==> config.mk <==
export PLATFORM = sky130hd
export DESIGN_NAME = vend_ctrl
export DESIGN_NICKNAME = d
export VERILOG_FILES = /design/src/rtl/vend_ctrl.sv
export SDC_FILE = /design/constraint.sdc
export NUM_CORES = 1
export LEC_CHECK = 0
export CAP_MARGIN = 20
export CORE_MARGIN = 1.5
export CORE_UTILIZATION = 58
export DETAILED_ROUTE_END_ITERATION = 12
export PLACE_DENSITY_LB_ADDON = 0.1
export SYNTH_ARGS = -nofsm -noshare
export SYNTH_HDL_FRONTEND = slang
export SYNTH_SLANG_ARGS = --single-unit
==> constraint.sdc <==
create_clock -name clk -period 3.7 [get_ports clk]
set_input_delay 0.74 -clock clk [delete_from_list [all_inputs] [get_ports clk]]
set_output_delay 0.74 -clock clk [all_outputs]
set_load 0.02 [all_outputs]
==> src/rtl/vend_ctrl.sv <==
// -----------------------------------------------------------------------------
// vend_ctrl -- cola vending machine controller
//
// Collects 0.5 and 1.0 coins as credit counted in half units. When the
// credit reaches PRICE it requests a dispense and waits for an acknowledge
// from the dispenser. Any remainder is then paid back one half unit per
// cycle. A cancel before the price is reached refunds the whole credit. If
// the dispenser never acknowledges, the price is added back and refunded,
// and a fault pulse is raised.
//
// Parameters
//   PRICE        cola price in half-unit credits (default 5 = 2.5)
//   ACK_TIMEOUT  VEND cycles to wait for pi_cola_ack before refunding (1..255)
//
// Ports
//   clk             single clock, rising edge
//   rst             synchronous, active-high reset
//   pi_money_half   one-cycle pulse, 0.5 coin inserted
//   pi_money_one    one-cycle pulse, 1.0 coin inserted
//   pi_cancel       one-cycle pulse, refund request
//   pi_cola_ack     dispenser released one cola
//   po_cola_req     dispense request level (high throughout VEND)
//   po_change_half  one pulse per 0.5 returned
//   po_coin_reject  pulse, coin inserted while busy was returned
//   po_fault        pulse, dispenser acknowledge timed out
//   po_credit       current credit in half units
//   po_busy         high while vending or returning change
// -----------------------------------------------------------------------------
module vend_ctrl #(
  parameter int PRICE       = 5,
  parameter int ACK_TIMEOUT = 255
) (
  input  logic       clk,
  input  logic       rst,
  input  logic       pi_money_half,
  input  logic       pi_money_one,
  input  logic       pi_cancel,
  input  logic       pi_cola_ack,
  output logic       po_cola_req,
  output logic       po_change_half,
  output logic       po_coin_reject,
  output logic       po_fault,
  output logic [2:0] po_credit,
  output logic       po_busy
);

  typedef enum logic [1:0] {
    S_IDLE,
    S_COLLECT,
    S_VEND,
    S_CHANGE
  } state_t;

  localparam logic [3:0] PRICE_W  = 4'(PRICE);
  localparam logic [7:0] TMO_LAST = 8'(ACK_TIMEOUT - 1);

  state_t     state_q, state_d;
  logic [2:0] credit_q, credit_d;
  logic [7:0] cnt_q, cnt_d;
  logic       reject_q, reject_d;
  logic       fault_q, fault_d;

  logic [3:0] value;
  logic [3:0] sum;

  // A half coin is worth 1, a full coin 2; both together 3. That is exactly
  // the two pulse bits read as a 2-bit number.
  function automatic logic [3:0] coin_value(input logic half, input logic one);
    return {2'b00, one, half};
  endfunction

  // Sum is one bit wider than credit so the price comparison can never wrap.
  assign value = coin_value(pi_money_half, pi_money_one);
  assign sum   = {1'b0, credit_q} + value;

  // ---------------------------------------------------------------------------
  // Next-state and next-output logic
  // ---------------------------------------------------------------------------
  always_comb begin
    state_d  = state_q;
    credit_d = credit_q;
    cnt_d    = cnt_q;
    reject_d = 1'b0;
    fault_d  = 1'b0;

    case (state_q)
      S_IDLE, S_COLLECT: begin
        if (sum >= PRICE_W) begin
          // Reaching the price takes priority over a same-cycle cancel.
          state_d  = S_VEND;
          credit_d = 3'(sum - PRICE_W);
          cnt_d    = 8'd0;
        end else begin
          credit_d = sum[2:0];
          // COLLECT always holds nonzero credit, so a cancel there has
          // something to refund; a cancel in IDLE is simply ignored.
          if (state_q == S_COLLECT && pi_cancel) begin
            state_d = S_CHANGE;
          end else if (sum != 4'd0) begin
            state_d = S_COLLECT;
          end
        end
      end

      S_VEND: begin
        reject_d = (value != 4'd0);
        if (pi_cola_ack) begin
          state_d = (credit_q != 3'd0) ? S_CHANGE : S_IDLE;
        end else if (cnt_q == TMO_LAST) begin
          // No cola came out: give the price back along with any remainder.
          credit_d = 3'({1'b0, credit_q} + PRICE_W);
          fault_d  = 1'b1;
          state_d  = S_CHANGE;
        end else begin
          cnt_d = cnt_q + 8'd1;
        end
      end

      S_CHANGE: begin
        reject_d = (value != 4'd0);
        // Every path into CHANGE carries nonzero credit; the zero guard only
        // keeps an impossible state from wrapping the register.
        if (credit_q <= 3'd1) begin
          credit_d = 3'd0;
          state_d  = S_IDLE;
        end else begin
          credit_d = credit_q - 3'd1;
        end
      end

      default: begin
        state_d  = S_IDLE;
        credit_d = 3'd0;
        cnt_d    = 8'd0;
      end
    endcase
  end

  // ---------------------------------------------------------------------------
  // State registers
  // ---------------------------------------------------------------------------
  always_ff @(posedge clk) begin
    if (rst) begin
      state_q  <= S_IDLE;
      credit_q <= 3'd0;
      cnt_q    <= 8'd0;
      reject_q <= 1'b0;
      fault_q  <= 1'b0;
    end else begin
      state_q  <= state_d;
      credit_q <= credit_d;
      cnt_q    <= cnt_d;
      reject_q <= reject_d;
      fault_q  <= fault_d;
    end
  end

  // ---------------------------------------------------------------------------
  // Outputs, decoded from registers only
  // ---------------------------------------------------------------------------
  // Credit decrements on every CHANGE cycle, so being in CHANGE is the
  // change pulse itself.
  assign po_cola_req    = (state_q == S_VEND);
  assign po_change_half = (state_q == S_CHANGE);
  assign po_busy        = (state_q == S_VEND) || (state_q == S_CHANGE);
  assign po_coin_reject = reject_q;
  assign po_fault       = fault_q;
  assign po_credit      = credit_q;

endmodule
==> flow_metrics.env <==
export IMPL_end_kind="register"
export IMPL_critical_path_slowest_cell="fa_1"
export IMPL_areaGrowthSynthToFinish_pct=16.37
export IMPL_synth_net_count=141
export IMPL_numCtsBuffers=3
export IMPL_met2_usage_pct=33.80
export IMPL_grt_pass1_vias=805
export IMPL_fin_area_um2=1236
export IMPL_synth_edf_count=0
export IMPL_maxCapViolations=0
export IMPL_drive_gt1_share_pct=5.882
export IMPL_max_stage_delay_ps=510
export IMPL_cts_hold_buffers_added=0
export IMPL_placed_cell_area_um2=1209
export IMPL_grt_max_degree=15
export IMPL_cts_root_buf="clkbuf_4"
export IMPL_worst_pin_slew_ps=486.2
export IMPL_fin_nets=155
export IMPL_diodes=0
export IMPL_cpMostUsedCell="ha_1"
export IMPL_ys_warn_count=0
export IMPL_dp_cells=157
export IMPL_fin_skew_ps=2.692
export IMPL_reg2reg_slack_ps=1080
export IMPL_leakage_nw=0.4842
export IMPL_max_slew_margin_pct=67.52
export IMPL_post_route_period_util_pct=81.88
export IMPL_vias=947
export IMPL_wl_um=2255
export IMPL_synth_largest_area_cell="dfxtp_1"
export IMPL_ys_ff_latch=15
export IMPL_dr_pass1_iters=7
export IMPL_reg2reg_from="po_credit[0]"
export IMPL_ys_async_sr_fraction_pct=0
export IMPL_cp_startpoint="pi_money_half"
export IMPL_nFillCells=138
export IMPL_antenna_found_initial=0
export IMPL_io_pin_count=14
export IMPL_grt_met3_usage_pct=3.968
export IMPL_multi_input_area_um2=720.7
export IMPL_cts_htree_levels=1
export IMPL_dp_slack_ps=405.6
export IMPL_core_area_um2=1727
export IMPL_synth_cell_area_um2=1062
export IMPL_viasPerCell=5.882
export IMPL_min_from="cnt_q[1]"
export IMPL_die_w_um=45.80
export IMPL_path_cells="clkdlybuf4s50_1 > ha_1 > fa_1 > inv_1 > ha_1 > nor2b_1 > o22a_1 > o21bai_1 > nor3_1"
export IMPL_start_util_pct=61.52
export IMPL_ys_seq_area_share_pct=28.27
export IMPL_yosys_top_cells_area="dfxtp_1 (28%), ha_1 (13%), nand2_1 (3.5%)"
export IMPL_synth_most_common_cell="dfxtp_1"
export IMPL_fin_crit_ps=3030
export IMPL_status="finished clean"
export IMPL_cts_resized=0
export IMPL_rr_endpoint="po_credit[1]"
export IMPL_cp_max_fo=6
export IMPL_arrival_ps=3190
export IMPL_seqCellArea_um2=300.3
export IMPL_worstSetupPathType="input pin to register"
export IMPL_clock_latency_ps=280
export IMPL_rr_worst_depth=8
export IMPL_place_gp_congestion=0.9231
export IMPL_avgSynthCellArea_um2=8.636
export IMPL_holdWs_ps=550.2
export IMPL_grt_total_usage_pct=24.49
export IMPL_clock_sinks=15
export IMPL_place_port_buffers=13
export IMPL_clock_path_buffers=2
export IMPL_clk_pin_slew_ps=90
export IMPL_detailed_place_hpwl_um=1705
export IMPL_setup_slack_ps=670.3
export IMPL_cp_start_kind="input pin"
export IMPL_wire_per_inst_um=14.01
export IMPL_drc_errors=0
export IMPL_grt_first_pass_wirelength_um=3691
export IMPL_finalHoldViolCount=0
export IMPL_holdPathEnd="cnt_q[1]"
export IMPL_min_path_cells=2
export IMPL_final_setup_viol_count=0
export IMPL_globalRoute_totalOverflow=0
export IMPL_fp_row_count=15
export IMPL_rsz0062_at_grt="no"
export IMPL_synth_cells=123
export IMPL_fin_cells=161
export IMPL_min_path_type="register to register"
export IMPL_yosys_most_used_dff="dfxtp_1"
export IMPL_required_ps=3860
export IMPL_grt_busiest_layer="met1"
export IMPL_synthTopCellsByCount="dfxtp_1 (15), ha_1 (11), nand2_1 (10), nor2_1 (10), inv_1 (7)"
export IMPL_drt_iter0_drc=25
export IMPL_final_antenna_net_count=0
export IMPL_dieArea_um2=2097
export IMPL_die_h_um=45.80
export IMPL_final_max_slew_viol_count=0
export IMPL_fin_setup_tns_ps=0
export IMPL_max_vdd_ir_drop_v=0.0005152
export IMPL_synth_top_area_share_pct=28.27
export IMPL_cts_tree="built"
export IMPL_ys_types=45
export IMPL_postCtsSetupBuffers=0
export IMPL_met1_usage_pct=37.74
export IMPL_power_density_nw_per_um2=652.0
export IMPL_fmax_ghz=0.3301
-- report_power, final --
part	switching, mW	leakage [nW]	internal, mW	total, mW
sequential	0.0624	0.122	0.191	0.253
combinational	0.254	0.344	0.202	0.457
clock	0.0562	0.0177	0.0401	0.0963
total	0.373	0.484	0.433	0.806
-- area by class of cell --
class	instances	share of cell area, %
clock buffers	3	1.822
clock inverters	1	0.4049
inverters	7	2.125
multi-input cells	97	58.30
flip-flops and latches	15	24.29
well taps	25	2.530
repair buffers	13	10.53
-- routing by layer --
layer | wire length (um) | share of wire [%] | up-vias
met5 | 0 | 0 | -
met4 | 13 | 0.58 | 0
met3 | 132 | 5.9 | 2
met2 | 979 | 43 | 34
met1 | 1128 | 50 | 436
li1 | - | - | 475
-- registers in the layout (all words and copies together), names as in the netlist --
register,cells
po_coin_reject,1
po_fault,1
po_credit,3
cnt_q,8
state_q,2
-- worst max path at each step --
stage	to	slack, ps	depth (start not counted)
final	cnt_q[4]	670	9
after detailed placement	po_credit[1]	410	9
after global routing	cnt_q[4]	510	9
after floorplan	po_credit[1]	1060	8
after global placement	po_credit[1]	520	9
after CTS	po_credit[1]	700	9
-- critical path, delay by kind of cell --
family | cells | cell delay [ps]
adders and majority gates | 3 | 1000
and+or+nand+nor | 2 | 260
buffers and inverters | 2 | 520
AOI/OAI and AO/OA | 2 | 670
-- layout by cell type (no fill, tap or decap), types with 2 or more instances in the layout --
master / Yosys / layout
nand2_1: 10 / 10
nor3_1: 5 / 5
nand3b_1: 2 / 2
xor2_1: 2 / 2
dfxtp_1: 15 / 15
clkbuf_4: 0 / 3
a211oi_1: 2 / 2
nand2b_1: 3 / 3
o21ai_1: 2 / 2
nor2_1: 10 / 10
clkdlybuf4s50_1: 0 / 13
o31ai_1: 2 / 2
a311oi_1: 2 / 2
inv_1: 7 / 7
o211ai_1: 2 / 2
a21oi_1: 6 / 6
nor2b_1: 2 / 2
or3_1: 2 / 2
a21o_1: 2 / 2
mux2i_1: 2 / 2
ha_1: 11 / 11
xnor2_1: 3 / 3
and3_1: 3 / 3
o21bai_1: 2 / 2
-- through the flow --
step / power, mW / util, %
6_report: 0.8060 / 71.59
5_1_grt: 0.8710 / 71.59
4_1_cts: 0.8019 / 71.59
3_5_place_dp: 0.7018 / 70.00
3_3_place_gp: 0.6896 / 70.00
2_1_floorplan: 0.5666 / -
-- cells by family (layout without fill, tap and decap cells) --
group	after synthesis	count (layout)	synth area share, %
adders and majority gates	12	12	14.84
and+or+nand+nor	49	49	27.68
muxes	3	3	2.945
xor gates and xnor gates	5	5	4.123
AOI/OAI and AO/OA	28	28	18.26
buffers and inverters	11	24	3.887
DFF	15	15	28.27
Power figures use the tool's default switching activity.
